### src/rtl/gate_lib_pkg.sv
// Shared definitions for the logic-gate library: op encoding, base-op classes
// and the elaboration-time helpers used to size the reduction tree.
package gate_lib_pkg;

    localparam int unsigned OP_W = 3;

    typedef enum logic [OP_W-1:0] {
        OP_AND  = 3'd0,
        OP_OR   = 3'd1,
        OP_XOR  = 3'd2,
        OP_NAND = 3'd3,
        OP_NOR  = 3'd4,
        OP_XNOR = 3'd5,
        OP_RSV6 = 3'd6,
        OP_RSV7 = 3'd7
    } op_e;

    typedef enum logic [1:0] {
        BASE_AND = 2'd0,
        BASE_OR  = 2'd1,
        BASE_XOR = 2'd2
    } base_e;

    // Reserved ops map to AND; their result is forced to 0 at the last stage anyway.
    function automatic base_e base_op(input logic [OP_W-1:0] op);
        case (op)
            3'd1, 3'd4: return BASE_OR;
            3'd2, 3'd5: return BASE_XOR;
            default:    return BASE_AND;
        endcase
    endfunction

    function automatic logic identity(input base_e base);
        return base == BASE_AND;
    endfunction

    function automatic logic is_inverted(input logic [OP_W-1:0] op);
        return (op == 3'd3) || (op == 3'd4) || (op == 3'd5);
    endfunction

    function automatic logic is_reserved(input logic [OP_W-1:0] op);
        return op[2] && op[1];
    endfunction

    function automatic int unsigned clog4(input int unsigned n);
        int unsigned s;
        int unsigned cap;
        s   = 0;
        cap = 1;
        while (cap < n) begin
            cap = cap * 4;
            s   = s + 1;
        end
        return (s == 0) ? 1 : s;
    endfunction

    // Bit width entering tree level k.
    function automatic int unsigned stage_w(input int unsigned n, input int unsigned k);
        int unsigned w;
        w = n;
        for (int unsigned i = 0; i < k; i++) begin
            w = (w + 3) / 4;
        end
        return w;
    endfunction

endpackage

### src/rtl/reduce4_stage.sv
// One level of the radix-4 reduction tree: groups of four bits reduced with the
// base op and registered together with op, valid and error under a shared enable.
module reduce4_stage
    import gate_lib_pkg::*;
#(
    parameter int unsigned W_IN = 4,
    parameter bit          LAST = 1'b0,
    localparam int unsigned W_OUT = (W_IN + 3) / 4
) (
    input  logic              clk,
    input  logic              rst_n,
    input  logic              en,
    input  logic              v_i,
    input  logic [W_IN-1:0]   d_i,
    input  logic [OP_W-1:0]   op_i,
    input  logic              err_i,
    output logic              v_o,
    output logic [W_OUT-1:0]  d_o,
    output logic [OP_W-1:0]   op_o,
    output logic              err_o
);

    base_e                base_c;
    logic [4*W_OUT-1:0]   pad_c;
    logic [W_OUT-1:0]     red_c;
    logic [W_OUT-1:0]     nxt_c;

    // Unused leaves carry the base op's identity so they never change the result.
    always_comb begin
        base_c = base_op(op_i);
        pad_c  = {(4*W_OUT){identity(base_c)}};
        pad_c[W_IN-1:0] = d_i;
        red_c  = '0;
        for (int j = 0; j < int'(W_OUT); j++) begin
            case (base_c)
                BASE_OR:  red_c[j] = |pad_c[4*j +: 4];
                BASE_XOR: red_c[j] = ^pad_c[4*j +: 4];
                default:  red_c[j] = &pad_c[4*j +: 4];
            endcase
        end
    end

    always_comb begin
        nxt_c = red_c;
        if (LAST && err_i) begin
            nxt_c = '0;
        end else if (LAST && is_inverted(op_i)) begin
            nxt_c = ~red_c;
        end
    end

    always_ff @(posedge clk or negedge rst_n) begin
        if (!rst_n) begin
            v_o   <= 1'b0;
            d_o   <= '0;
            op_o  <= '0;
            err_o <= 1'b0;
        end else if (en) begin
            v_o   <= v_i;
            d_o   <= nxt_c;
            op_o  <= op_i;
            err_o <= err_i;
        end
    end

endmodule

### src/rtl/reduce_gate_pipe.sv
// Pipelined N-input reduction gate (AND/OR/XOR and inverses) built as a
// radix-4 tree, one register per level, with valid/ready and a hit counter.
module reduce_gate_pipe
    import gate_lib_pkg::*;
#(
    parameter int unsigned N_IN  = 16,
    parameter int unsigned CNT_W = 16
) (
    input  logic              clk,
    input  logic              rst_n,
    input  logic              in_valid,
    output logic              in_ready,
    input  logic [N_IN-1:0]   in_data,
    input  logic [OP_W-1:0]   in_op,
    output logic              out_valid,
    input  logic              out_ready,
    output logic              out_data,
    output logic              out_err,
    input  logic              cnt_clr,
    output logic [CNT_W-1:0]  hit_count
);

    localparam int unsigned STAGES = clog4(N_IN);
    localparam logic [CNT_W-1:0] CNT_MAX = '1;

    logic              stall_c;
    logic              stage_v   [STAGES+1];
    logic [OP_W-1:0]   stage_op  [STAGES+1];
    logic              stage_err [STAGES+1];
    logic [OP_W-1:0]   unused_op;

    // A held output freezes the whole tree; in_ready is a direct path from out_ready.
    assign stall_c  = out_valid && !out_ready;
    assign in_ready = !stall_c;

    assign stage_v[0]   = in_valid;
    assign stage_op[0]  = in_op;
    assign stage_err[0] = is_reserved(in_op);

    for (genvar k = 0; k < STAGES; k++) begin : g_lvl
        localparam int unsigned WI = stage_w(N_IN, k);
        localparam int unsigned WO = (WI + 3) / 4;

        logic [WI-1:0] d_in;
        logic [WO-1:0] d;

        if (k == 0) begin : g_first
            assign d_in = in_data;
        end else begin : g_next
            assign d_in = g_lvl[k-1].d;
        end

        reduce4_stage #(
            .W_IN (WI),
            .LAST (k == STAGES - 1)
        ) u_stage (
            .clk   (clk),
            .rst_n (rst_n),
            .en    (!stall_c),
            .v_i   (stage_v[k]),
            .d_i   (d_in),
            .op_i  (stage_op[k]),
            .err_i (stage_err[k]),
            .v_o   (stage_v[k+1]),
            .d_o   (d),
            .op_o  (stage_op[k+1]),
            .err_o (stage_err[k+1])
        );
    end

    assign out_valid = stage_v[STAGES];
    assign out_err   = stage_err[STAGES];
    assign out_data  = g_lvl[STAGES-1].d[0];
    assign unused_op = stage_op[STAGES];

    // Saturating count of accepted non-error ones; clear has priority.
    always_ff @(posedge clk or negedge rst_n) begin
        if (!rst_n) begin
            hit_count <= '0;
        end else if (cnt_clr) begin
            hit_count <= '0;
        end else if (out_valid && out_ready && out_data && !out_err && (hit_count != CNT_MAX)) begin
            hit_count <= hit_count + CNT_W'(1);
        end
    end

endmodule

### config.mk
export PLATFORM = sky130hd
export DESIGN_NAME = reduce_gate_pipe
export DESIGN_NICKNAME = d
export VERILOG_FILES = /design/src/rtl/gate_lib_pkg.sv /design/src/rtl/reduce4_stage.sv /design/src/rtl/reduce_gate_pipe.sv
export SDC_FILE = /design/constraint.sdc
export NUM_CORES = 1
export LEC_CHECK = 0
export CAP_MARGIN = 20
export CORE_ASPECT_RATIO = 2
export CORE_MARGIN = 3
export CORE_UTILIZATION = 50
export CTS_BUF_LIST = sky130_fd_sc_hd__clkbuf_4 sky130_fd_sc_hd__clkbuf_8
export DETAILED_ROUTE_END_ITERATION = 12
export PLACE_DENSITY = 0.9
export SYNTH_ARGS = -nofsm -noshare
export SYNTH_HDL_FRONTEND = slang
export SYNTH_SLANG_ARGS = --single-unit
### constraint.sdc
create_clock -name clk -period 2.1 [get_ports clk]
set_input_delay 0.42 -clock clk [delete_from_list [all_inputs] [get_ports clk]]
set_output_delay 0.42 -clock clk [all_outputs]
set_load 0.02 [all_outputs]
==> summary.txt, run 1 <==
Worst hold path
  – Hold WC Path Type: flop to flop

STA
  – Setup TNS: 0 ps
  – Final min period: 2060 ps
  – Final setup viols: 0
  – Period utilisation layout: 0.983
  – Final WS setup: 35.9 ps
  – Worst slew pin tran: 518 ps
  – Unrepaired setup endpoints after global routing: false
  – Max_slew headroom: 0.653
  – Hold Vio Cnt, Final: 0
  – Skew final: 7.48 ps
  – Final max-slew violation count: 0
  – Fmax: 0.484 GHz

Synth
  – Area share of the largest cell type after synthesis: 0.346
  – FF+latch count, synth: 28
  – Fraction of registers with async set/reset: 1.00
  – Post-synth EDFFs: 0
  – Synthesized area per cell: 8.84 um^2
  – Main flop type after synthesis: dfrtp_1
  – Post-synthesis sequential area ratio: 0.346
  – Cell taking the most area after synthesis: dfrtp_1
  – Synth warn: 0
  – Netlist cell types: 40
  – Post-Syn Area: 2020 um^2
  – Area contributors post-synth: dfrtp_1, ha_1, inv_1
  – Mapped Cells: 229
  – Count leader, synth: dfrtp_1
  – Syn nets: 278
  – Synth top cells by count: dfrtp_1, inv_1, ha_1, nand2_1, a21oi_1

Detailed routing
  – Initial DRC count: 75
  – Met1 wire length: 1650 um
  – Drt drc: 0
  – Highest metal used: met4
  – Metal2 WL: 2960 um
  – Post-route ant nets: 0
  – Vias: 1936
  – Wire per inst: 14.7 um
  – Post-Route WL: 4950 um
  – Pre-Repair DR Iteration Count: 4
  – Via density: 5.74
  – WL met3: 190 um

Placed design
  – Cell total after placement: 333
  – Placed inst area: 2620 um^2
  – Number of port buffers: 43
  – Post-DP HPWL: 3840 um
  – Post-Place Setup Slack: -128 ps
  – Final Wtd Congestion: 0.830

Cells and area
  – Nets: 336
  – Multi-input gate area: 1200 um^2
  – Filler Cell Count: 327
  – Util after Layout: 0.694
  – # diodes: 0
  – Register area: 701 um^2
  – Layout cell share with drive strength beyond 1: 0.101
  – Area growth from synthesis to layout: 33.1%
  – Post-route insts no fill: 337
  – Finished layout cell area: 2690 um^2

Clock tree
  – Clock tree buffer depth: 2
  – Worst-path clk slew: 100 ps
  – CTS tree: yes
  – Total CTS buffers: 3
  – Clk_lat worst skew: 280 ps
  – # clock sinks: 28
  – H-tree Lvls: 1
  – CTS Root Cell: clkbuf_8

Critical path
  – Setup crit end: g_lvl[1].u_stage.d_o
  – Setup slack on the worst flop-to-flop path: 40 ps
  – Critical path class: flop to flop
  – Reg2Reg Launch Point: g_lvl[0].u_stage.op_o[2]
  – Worst Reg-to-Reg Cells: 7
  – Critical path arrival: 2260 ps
  – Worst r2r dst: g_lvl[1].u_stage.d_o
  – Required time worst endpoint: 2290 ps
  – Crit path from: g_lvl[0].u_stage.op_o[2]
  – CP max FO: 5
  – CP Capture Type: flop
  – CP startpoint kind: flop

Floorplan
  – Die ar.: 4890 um^2
  – Core area: 3880 um^2
  – Die Y-Extent: 96.0 um
  – I/O pin total: 44
  – # rows: 32
  – Starting Density: 0.521
  – Die width: 51.0 um

Global routing
  – Largest net degree at the start of global routing: 29
  – Tot GR Track Use: 0.221
  – Vias in the first global route: 2012
  – First-pass GRT wire length: 8360 um
  – Remaining global-route overflow: 0
  – Initial antenna violation count: 0

Job
  – Max Cap Viol: 0

Pwr
  – LEAKAGE: 1.20 nW
  – Peak VDD IR: 0.443 mV
  – Power Density: 533 nW/um^2

Status
  – Status: completed
## worst min-delay path by stage
| stage | cells past startpoint | startpoint | to |
|---|---|---|---|
| 2_1_floorplan | 0 | rst_n | g_lvl[0].u_stage.d_o[0] |
| 3_3_place_gp | 1 | g_lvl[0].u_stage.err_o | g_lvl[1].u_stage.d_o |
| 3_5_place_dp | 2 | g_lvl[0].u_stage.v_o | g_lvl[0].u_stage.v_o |
| 4_1_cts | 1 | g_lvl[0].u_stage.err_o | g_lvl[1].u_stage.d_o |
| 5_1_grt | 1 | g_lvl[0].u_stage.err_o | g_lvl[1].u_stage.d_o |
| 6_report | 1 | g_lvl[0].u_stage.err_o | g_lvl[1].u_stage.d_o |
## sequential cells by signal (all words and copies together) (netlist names)
name and count:
hit_count 16, g_lvl.u_stage.err_o 2, g_lvl.u_stage.d_o 5, g_lvl.u_stage.v_o 2, g_lvl.u_stage.op_o 3
## layer usage
metal	global-route usage	vias to the layer above
met5	0	-
met4	0.117	0
met3	0.0279	15
met2	0.446	63
met1	0.201	929
li1	-	929
## cell type report
cell class                      count  share of cell area
Clock inverter                      1              0.0111
Sequential cell                    28               0.260
Tap cell                           51              0.0237
Multi-Input combinational cell    166               0.444
Inverter                           28              0.0390
Timing Repair Buffer               60               0.207
Clock buffer                        3              0.0153
## per-stage QoR
step | hold WS, ps | total power, mW
2_1_floorplan | 124 | 0.844
3_3_place_gp | 440 | 0.993
3_5_place_dp | 447 | 1.01
4_1_cts | 463 | 1.44
5_1_grt | 479 | 1.51
6_report | 464 | 1.43
## cells by family after synthesis
| logic type | synth area share |
|---|---|
| compound gates | 0.163 |
| xor+xnor | 0.0346 |
| flops | 0.346 |
| mux | 0.0111 |
| simple gates | 0.225 |
| buf+inv | 0.0655 |
| fa+ha+maj | 0.155 |
## power breakdown
| group | leakage, nW | total [mW] | switching, mW | internal (mW) |
|---|---|---|---|---|
| registers | 0.372 | 0.611 | 0.0315 | 0.580 |
| logic | 0.788 | 0.395 | 0.203 | 0.192 |
| clock network | 0.0357 | 0.428 | 0.173 | 0.255 |
## cell usage in the layout (no fill, tap or decap), types with 2 or more instances in the layout
cell             synthesis  final
o21ai_0                  9      9
clkbuf_8                 0      3
nor4b_1                  2      2
o31ai_1                 11     11
mux2_2                   2      2
nor3_1                   5      5
or4_1                    9      9
inv_1                   27     27
buf_4                    0     17
nand2_1                 25     25
a22oi_1                  4      4
nand2b_1                 6      6
nand3_1                  8      8
ha_1                    25     25
a21boi_0                 4      4
nor2b_1                  4      4
and4_1                   2      2
a31oi_1                  4      4
a21oi_1                 13     13
nor2_1                   4      4
dfrtp_1                 28     28
o21a_1                   2      2
or3_1                    3      2
clkdlybuf4s50_1          0     42
xor2_1                   7      7
nand4_1                  4      4
## critical path, cell delays in order, from the launching register on
cell and delay (ps):
dfrtp_1 440, nand2b_1 180, o21ai_0 340, ha_1 340, nand2b_1 170, o221ai_1 200, xor2_1 110, o31ai_1 190
## timing repair
action / CTS / global route
setup buffers: 0 / 0
resized for setup: 1 / 1
endpoints found under the setup margin: 1 / 3
hold buffers: 0 / 0
Note: power is estimated with default switching activity, not from simulation.
==> inputs of run 2 (changes only) <==
--- a/config.mk
+++ b/config.mk
@@ -7,7 +7,6 @@
 export LEC_CHECK = 0
 export CAP_MARGIN = 20
 export CORE_ASPECT_RATIO = 2
-export CORE_MARGIN = 3
 export CORE_UTILIZATION = 50
 export CTS_BUF_LIST = sky130_fd_sc_hd__clkbuf_4 sky130_fd_sc_hd__clkbuf_8
 export DETAILED_ROUTE_END_ITERATION = 12
==> run 2 against run 1 <==
Compared with the run above: design area shrank 0.14%; non-clock buffer count is the same; global-route usage grew 3.4 points; clock skew shrank 2.0 ps; utilization grew 0.62 points; clock power shrank 0.9%; register-to-register slack gained 100 ps; critical path type unchanged; largest cell class unchanged; highest routed layer unchanged.
==> summary.txt, run 2 (synthesized netlist as in run 1, its figures left out) <==
Pwr
  – Power Density: 530 nW/um^2 (was 533 nW/um^2)
  – Peak VDD IR: 0.410 mV (was 0.443 mV)
  – Comb pwr share: 0.275 (about the same)
  – Internal Pwr Total: 1.03 mW (about the same)
  – LEAKAGE: 1.19 nW (was 1.20 nW)
  – Total power: 1.43 mW (about the same)
  – Part of the power in registers: 0.428 (was 0.426)
  – Clock power frac: 0.297 (was 0.298)
  – Psw: 397 uW (was 407 uW)
  – Sw frac: 0.278 (was 0.284)

STA
  – Skew final: 5.50 ps (was 7.48 ps)
  – Final WS setup: 140 ps (was 35.9 ps)
  – Final max-slew violation count: 0 (unchanged)
  – Hold Vio Cnt, Final: 0 (unchanged)
  – Period utilisation layout: 0.933 (was 0.983)
  – Final setup viols: 0 (unchanged)
  – Fmax: 0.510 GHz (was 0.484 GHz)
  – Unrepaired setup endpoints after global routing: false (unchanged)
  – Worst slew pin tran: 497 ps (was 518 ps)
  – Final min period: 1960 ps (was 2060 ps)
  – Max_slew headroom: 0.668 (was 0.653)

Job
  – Max Cap Viol: 0 (unchanged)

Placed design
  – Number of port buffers: 43 (unchanged)
  – Placed inst area: 2620 um^2 (unchanged)
  – Final Wtd Congestion: 0.875 (was 0.830)
  – Cell total after placement: 333 (unchanged)
  – Post-Place Setup Slack: -108 ps (was -128 ps)
  – Post-DP HPWL: 3690 um (was 3840 um)

Clock tree
  – Total CTS buffers: 3 (unchanged)
  – Post-CTS setup buffer count: 0 (unchanged)
  – # clock sinks: 28 (unchanged)
  – Hold buffer count at CTS: 0 (unchanged)
  – H-tree Lvls: 1 (unchanged)
  – Clock tree buffer depth: 2 (unchanged)
  – Resized cells post-CTS: 1 (unchanged)
  – CTS Root Cell: clkbuf_8 (unchanged)
  – Worst-path clk slew: 100 ps (about the same)
  – Clk_lat worst skew: 280 ps (about the same)
  – CTS tree: yes (unchanged)

Floorplan
  – # rows: 32 (unchanged)
  – I/O pin total: 44 (unchanged)
  – Starting Density: 0.527 (was 0.521)
  – Core area: 3840 um^2 (was 3880 um^2)
  – Die Y-Extent: 92.0 um (was 96.0 um)
  – Die width: 47.0 um (was 51.0 um)
  – Die ar.: 4320 um^2 (was 4890 um^2)

Detailed routing
  – Wire per inst: 14.2 um (was 14.7 um)
  – Post-Route WL: 4780 um (was 4950 um)
  – Initial DRC count: 57 (was 75)
  – Via density: 5.83 (was 5.74)
  – Post-route ant nets: 0 (unchanged)
  – Vias: 1966 (was 1936)
  – Drt drc: 0 (unchanged)
  – Pre-Repair DR Iteration Count: 4 (unchanged)

Global routing
  – First-pass GRT wire length: 8290 um (was 8360 um)
  – Largest net degree at the start of global routing: 29 (unchanged)
  – Tot GR Track Use: 0.254 (was 0.221)
  – Remaining global-route overflow: 0 (unchanged)
  – Vias in the first global route: 1984 (was 2012)
  – Initial antenna violation count: 0 (unchanged)

Critical path
  – Worst r2r dst: hit_count[8] (was g_lvl[1].u_stage.d_o)
  – Critical path arrival: 2130 ps (was 2260 ps)
  – Setup crit end: hit_count[8] (was g_lvl[1].u_stage.d_o)
  – Reg2Reg Launch Point: hit_count[0] (was g_lvl[0].u_stage.op_o[2])
  – Setup slack on the worst flop-to-flop path: 140 ps (was 40 ps)
  – Required time worst endpoint: 2270 ps (was 2290 ps)
  – Crit path from: hit_count[0] (was g_lvl[0].u_stage.op_o[2])
  – CP max FO: 17 (was 5)
  – CP startpoint kind: flop (unchanged)
  – Worst Reg-to-Reg Cells: 6 (was 7)
  – Critical path class: flop to flop (unchanged)
  – CP Capture Type: flop (unchanged)

Cells and area
  – Reg with most FFs: hit_count (unchanged)
  – Most common cell after layout, fill and taps aside: clkdlybuf4s50_1 (unchanged)
  – Util after Layout: 0.700 (was 0.694)
  – # diodes: 0 (unchanged)
  – Regs by FF count: hit_count (16), g_lvl.u_stage.d_o (5), g_lvl.u_stage.op_o (3) (unchanged)
  – Post-route insts no fill: 337 (unchanged)
  – Area growth from synthesis to layout: 32.9% (was 33.1%)
  – Finished layout cell area: 2690 um^2 (about the same)
  – Filler Cell Count: 312 (was 327)
  – Layout cell share with drive strength beyond 1: 0.101 (unchanged)
  – Nets: 336 (unchanged)
  – Max reg flops: 16 (unchanged)
  – Commonest cells after routing, fill and taps aside: clkdlybuf4s50_1, inv_1, dfrtp_1, nand2_1, ha_1 (was clkdlybuf4s50_1, dfrtp_1, inv_1, nand2_1, ha_1)

Worst hold path
  – Hold WC Path Type: flop to flop (unchanged)
  – Min-Delay Startpoint: g_lvl[0].u_stage.err_o (unchanged)

Status
  – Status: completed (unchanged)
==> run 2: cell counts in the layout (fill, tap and decap cells not counted) <==
No cell type changed its count.
==> run 2: final cells by class <==
type,count,area (um^2),area share
multi-input combinational,166,1190,0.443
clock inverter,1,30.0,0.0112
inverter,28,105,0.0391
sequential,28,702,0.261
timing repair buffer,60,557,0.207
tap,51,63.8,0.0237
clock buffer,3,41.3,0.0153
==> run 2: power groups by stage <==
stage / Clock (mW) / Combinational [mW] / Sequential [mW]
finish: 0.424 / 0.392 / 0.611
CTS: 0.432 / 0.396 / 0.610
floorplan: 0 / 0.208 / 0.637
global route: 0.450 / 0.444 / 0.617
detailed placement: 0 / 0.394 / 0.621
global placement: 0 / 0.376 / 0.620
==> run 2: worst max-delay path, stage by stage (launching register included) <==
cell     delay, ps
dfrtp_1        390
ha_1           230
nand4_1        210
nor4_2          80
buf_4          190
nor4b_1        380
mux2_2         380
==> run 2: metal layers <==
layer,share of wire,vias up,track usage
met3,0.043,11,0.0531
met4,0.022,0,0.105
met1,0.34,950,0.250
met5,0,-,0
met2,0.60,74,0.468
li1,-,931,-
==> run 2: worst min path at each step <==
stage          cells after the start                 endpoint
6_report                           1     g_lvl[1].u_stage.d_o
5_1_grt                            1     g_lvl[1].u_stage.d_o
4_1_cts                            1     g_lvl[1].u_stage.d_o
3_5_place_dp                       1     g_lvl[1].u_stage.d_o
3_3_place_gp                       1     g_lvl[1].u_stage.d_o
2_1_floorplan                      0  g_lvl[0].u_stage.d_o[0]
==> run 2: through the flow <==
step	hold WS, ps	setup TNS (ps)
after floorplan	124	0
after global placement	441	-198
after detailed placement	443	-666
after CTS	457	0
after global routing	486	0
final	454	0
==> inputs of run 3 (changes only) <==
--- a/config.mk
+++ b/config.mk
@@ -11,6 +11,7 @@
 export CTS_BUF_LIST = sky130_fd_sc_hd__clkbuf_4 sky130_fd_sc_hd__clkbuf_8
 export DETAILED_ROUTE_END_ITERATION = 12
 export PLACE_DENSITY = 0.9
+export REMOVE_ABC_BUFFERS = 1
 export SYNTH_ARGS = -nofsm -noshare
 export SYNTH_HDL_FRONTEND = slang
 export SYNTH_SLANG_ARGS = --single-unit
==> run 3 against run 2 <==
Compared with the run above: via count is 0.97% lower; design area rose by 0.47%; largest power group unchanged; first-iteration DRC count decreased by 3.5%; critical path depth fell by 1; power is 5.1% lower; worst hold slack better by 2.9 ps; cell count rose by 0.59%; non-clock buffer count increased by 2.
==> summary.txt, run 3 (synthesized netlist as in run 1, its figures left out) <==
Status
  – Status: completed (unchanged)

Cells and area
  – # diodes: 0 (unchanged)
  – Commonest cells after routing, fill and taps aside: clkdlybuf4s50_1, dfrtp_1, inv_1, nand2_1, ha_1 (was clkdlybuf4s50_1, inv_1, dfrtp_1, nand2_1, ha_1)
  – Finished layout cell area: 2700 um^2 (was 2690 um^2)
  – Layout cell share with drive strength beyond 1: 0.115 (was 0.101)
  – Reg with most FFs: hit_count (unchanged)
  – Area growth from synthesis to layout: 33.5% (was 32.9%)
  – Regs by FF count: hit_count (16), g_lvl.u_stage.d_o (5), g_lvl.u_stage.op_o (3) (unchanged)
  – Most common cell after layout, fill and taps aside: clkdlybuf4s50_1 (unchanged)
  – Nets: 338 (was 336)
  – Max reg flops: 16 (unchanged)

Detailed routing
  – Wire per inst: 13.8 um (was 14.2 um)
  – WL met3: 149 um (was 207 um)
  – Initial DRC count: 55 (was 57)
  – Pre-Repair DR Iteration Count: 4 (unchanged)
  – Post-Route WL: 4680 um (was 4780 um)
  – Vias: 1947 (was 1966)
  – Met1 wire length: 1620 um (was 1610 um)
  – Metal2 WL: 2830 um (was 2850 um)
  – Highest metal used: met4 (unchanged)
  – Via density: 5.74 (was 5.83)
  – Drt drc: 0 (unchanged)
  – Post-route ant nets: 0 (unchanged)

STA
  – Max_slew headroom: 0.710 (was 0.668)
  – Hold Vio Cnt, Final: 0 (unchanged)
  – Worst slew pin tran: 434 ps (was 497 ps)
  – Period utilisation layout: 0.950 (was 0.933)
  – Final min period: 1990 ps (was 1960 ps)
  – Skew final: 4.78 ps (was 5.50 ps)
  – Unrepaired setup endpoints after global routing: false (unchanged)
  – Setup TNS: 0 ps (unchanged)
  – Final setup viols: 0 (unchanged)
  – Final max-slew violation count: 0 (unchanged)
  – Hold WS: 457 ps (was 454 ps)
  – Fmax: 0.501 GHz (was 0.510 GHz)

Worst hold path
  – Hold worst-path end: g_lvl[1].u_stage.d_o (unchanged)
  – Min-Delay Startpoint: g_lvl[0].u_stage.err_o (unchanged)
  – Hold path cells: 1 (unchanged)
  – Hold WC Path Type: flop to flop (unchanged)

Placed design
  – Number of port buffers: 43 (unchanged)
  – Final Wtd Congestion: 0.885 (was 0.875)
  – Placed inst area: 2630 um^2 (was 2620 um^2)
  – Post-DP HPWL: 3750 um (was 3690 um)

Critical path
  – CP Capture Type: flop (unchanged)
  – Setup slack on the worst flop-to-flop path: 180 ps (was 140 ps)
  – Slowest cell on crit path: or4_1 (was dfrtp_1)
  – Crit path from: out_ready (was hit_count[0])
  – CP startpoint kind: input port (was flop)
  – Required time worst endpoint: 2310 ps (was 2270 ps)
  – Reg2Reg Launch Point: hit_count[1] (was hit_count[0])
  – CP max FO: 4 (was 17)
  – Worst Reg-to-Reg Cells: 5 (was 6)
  – Crit path max-delay family: simple AND/OR/NAND/NOR gates (unchanged)
  – Critical path class: input port to flop (was flop to flop)
  – Worst r2r dst: hit_count[10] (was hit_count[8])
  – Buf/Inv on CP: 1 (unchanged)
  – Critical path's largest stage delay: 480 ps (was 390 ps)
  – Critical path arrival: 2200 ps (was 2130 ps)
  – Cell Chain, Critical Path: clkdlybuf4s50_1, nand4b_1, or4_4, or4_1, a21oi_1 (was ha_1, nand4_1, nor4_2, buf_4, nor4b_1, mux2_2)

Clock tree
  – Worst-path clk slew: 90 ps (was 100 ps)
  – CTS Root Cell: clkbuf_8 (unchanged)
  – Clk_lat worst skew: 280 ps (about the same)
  – Hold buffer count at CTS: 0 (unchanged)
  – CTS tree: yes (unchanged)
  – H-tree Lvls: 1 (unchanged)
  – Total CTS buffers: 3 (unchanged)
  – # clock sinks: 28 (unchanged)
  – Clock tree buffer depth: 2 (unchanged)

Floorplan
  – Die ar.: 4320 um^2 (unchanged)
  – Die width: 47.0 um (unchanged)
  – Starting Density: 0.527 (unchanged)
  – # rows: 32 (unchanged)
  – Die Y-Extent: 92.0 um (unchanged)
  – Core area: 3840 um^2 (unchanged)
  – I/O pin total: 44 (unchanged)

Global routing
  – First-pass GRT wire length: 8090 um (was 8290 um)
  – Vias in the first global route: 1932 (was 1984)
  – Remaining global-route overflow: 0 (unchanged)
  – Tot GR Track Use: 0.245 (was 0.254)
  – Largest net degree at the start of global routing: 29 (unchanged)
  – Initial antenna violation count: 0 (unchanged)

Pwr
  – Peak VDD IR: 0.366 mV (was 0.410 mV)
  – LEAKAGE: 1.20 nW (was 1.19 nW)
  – Power Density: 501 nW/um^2 (was 530 nW/um^2)
  – Total power: 1.35 mW (was 1.43 mW)

Job
  – Max Cap Viol: 0 (unchanged)
-- run 3: worst max-delay path by stage --
| stage | to | slack [ps] | cells after the start |
|---|---|---|---|
| floorplan | hit_count[6] | -150 | 5 |
| global placement | hit_count[11] | -120 | 5 |
| detailed placement | hit_count[11] | -150 | 5 |
| CTS | hit_count[8] | 100 | 6 |
| global route | hit_count[11] | 20 | 5 |
| finish | hit_count[11] | 110 | 5 |
-- run 3: timing repair --
action,CTS,global route
gates resized for setup,1,4
setup endpoints to repair,1,2
endpoints found under the hold margin,0,0
setup buffers,0,0
-- run 3: worst reg2reg max path, stage by stage, from the launching register on --
cell and delay (ps):
dfrtp_1 380, ha_1 210, nand4_1 220, or3_1 450, or4_1 420, a21oi_1 160
-- run 3: area by class of cell --
type,count,area (um^2)
flip-flops and latches,28,701
multi-input cells,166,1210
inverters,28,105
fillers,322,1140
clock buffers,4,55.1
well taps,51,63.8
repair buffers,62,572
-- run 3: routing by layer --
metal / GRT usage / up-vias
li1: - / 929
met1: 0.253 / 948
met2: 0.463 / 62
met3: 0.0256 / 8
met4: 0.0881 / 0
met5: 0 / -
-- run 3: power breakdown --
group	internal, mW	switching (mW)	total, mW
registers	0.580	0.0316	0.611
logic	0.197	0.204	0.401
clock network	0.168	0.172	0.340
total	0.944	0.408	1.35
-- run 3: through the flow --
step / cells / utilization / setup WS [ps]
floorplan: 222 / - / -153
global placement: 335 / 0.685 / -121
detailed placement: 335 / 0.685 / -153
CTS: 339 / 0.699 / 97.4
global route: 339 / 0.703 / 16.9
finish: 339 / 0.703 / 105
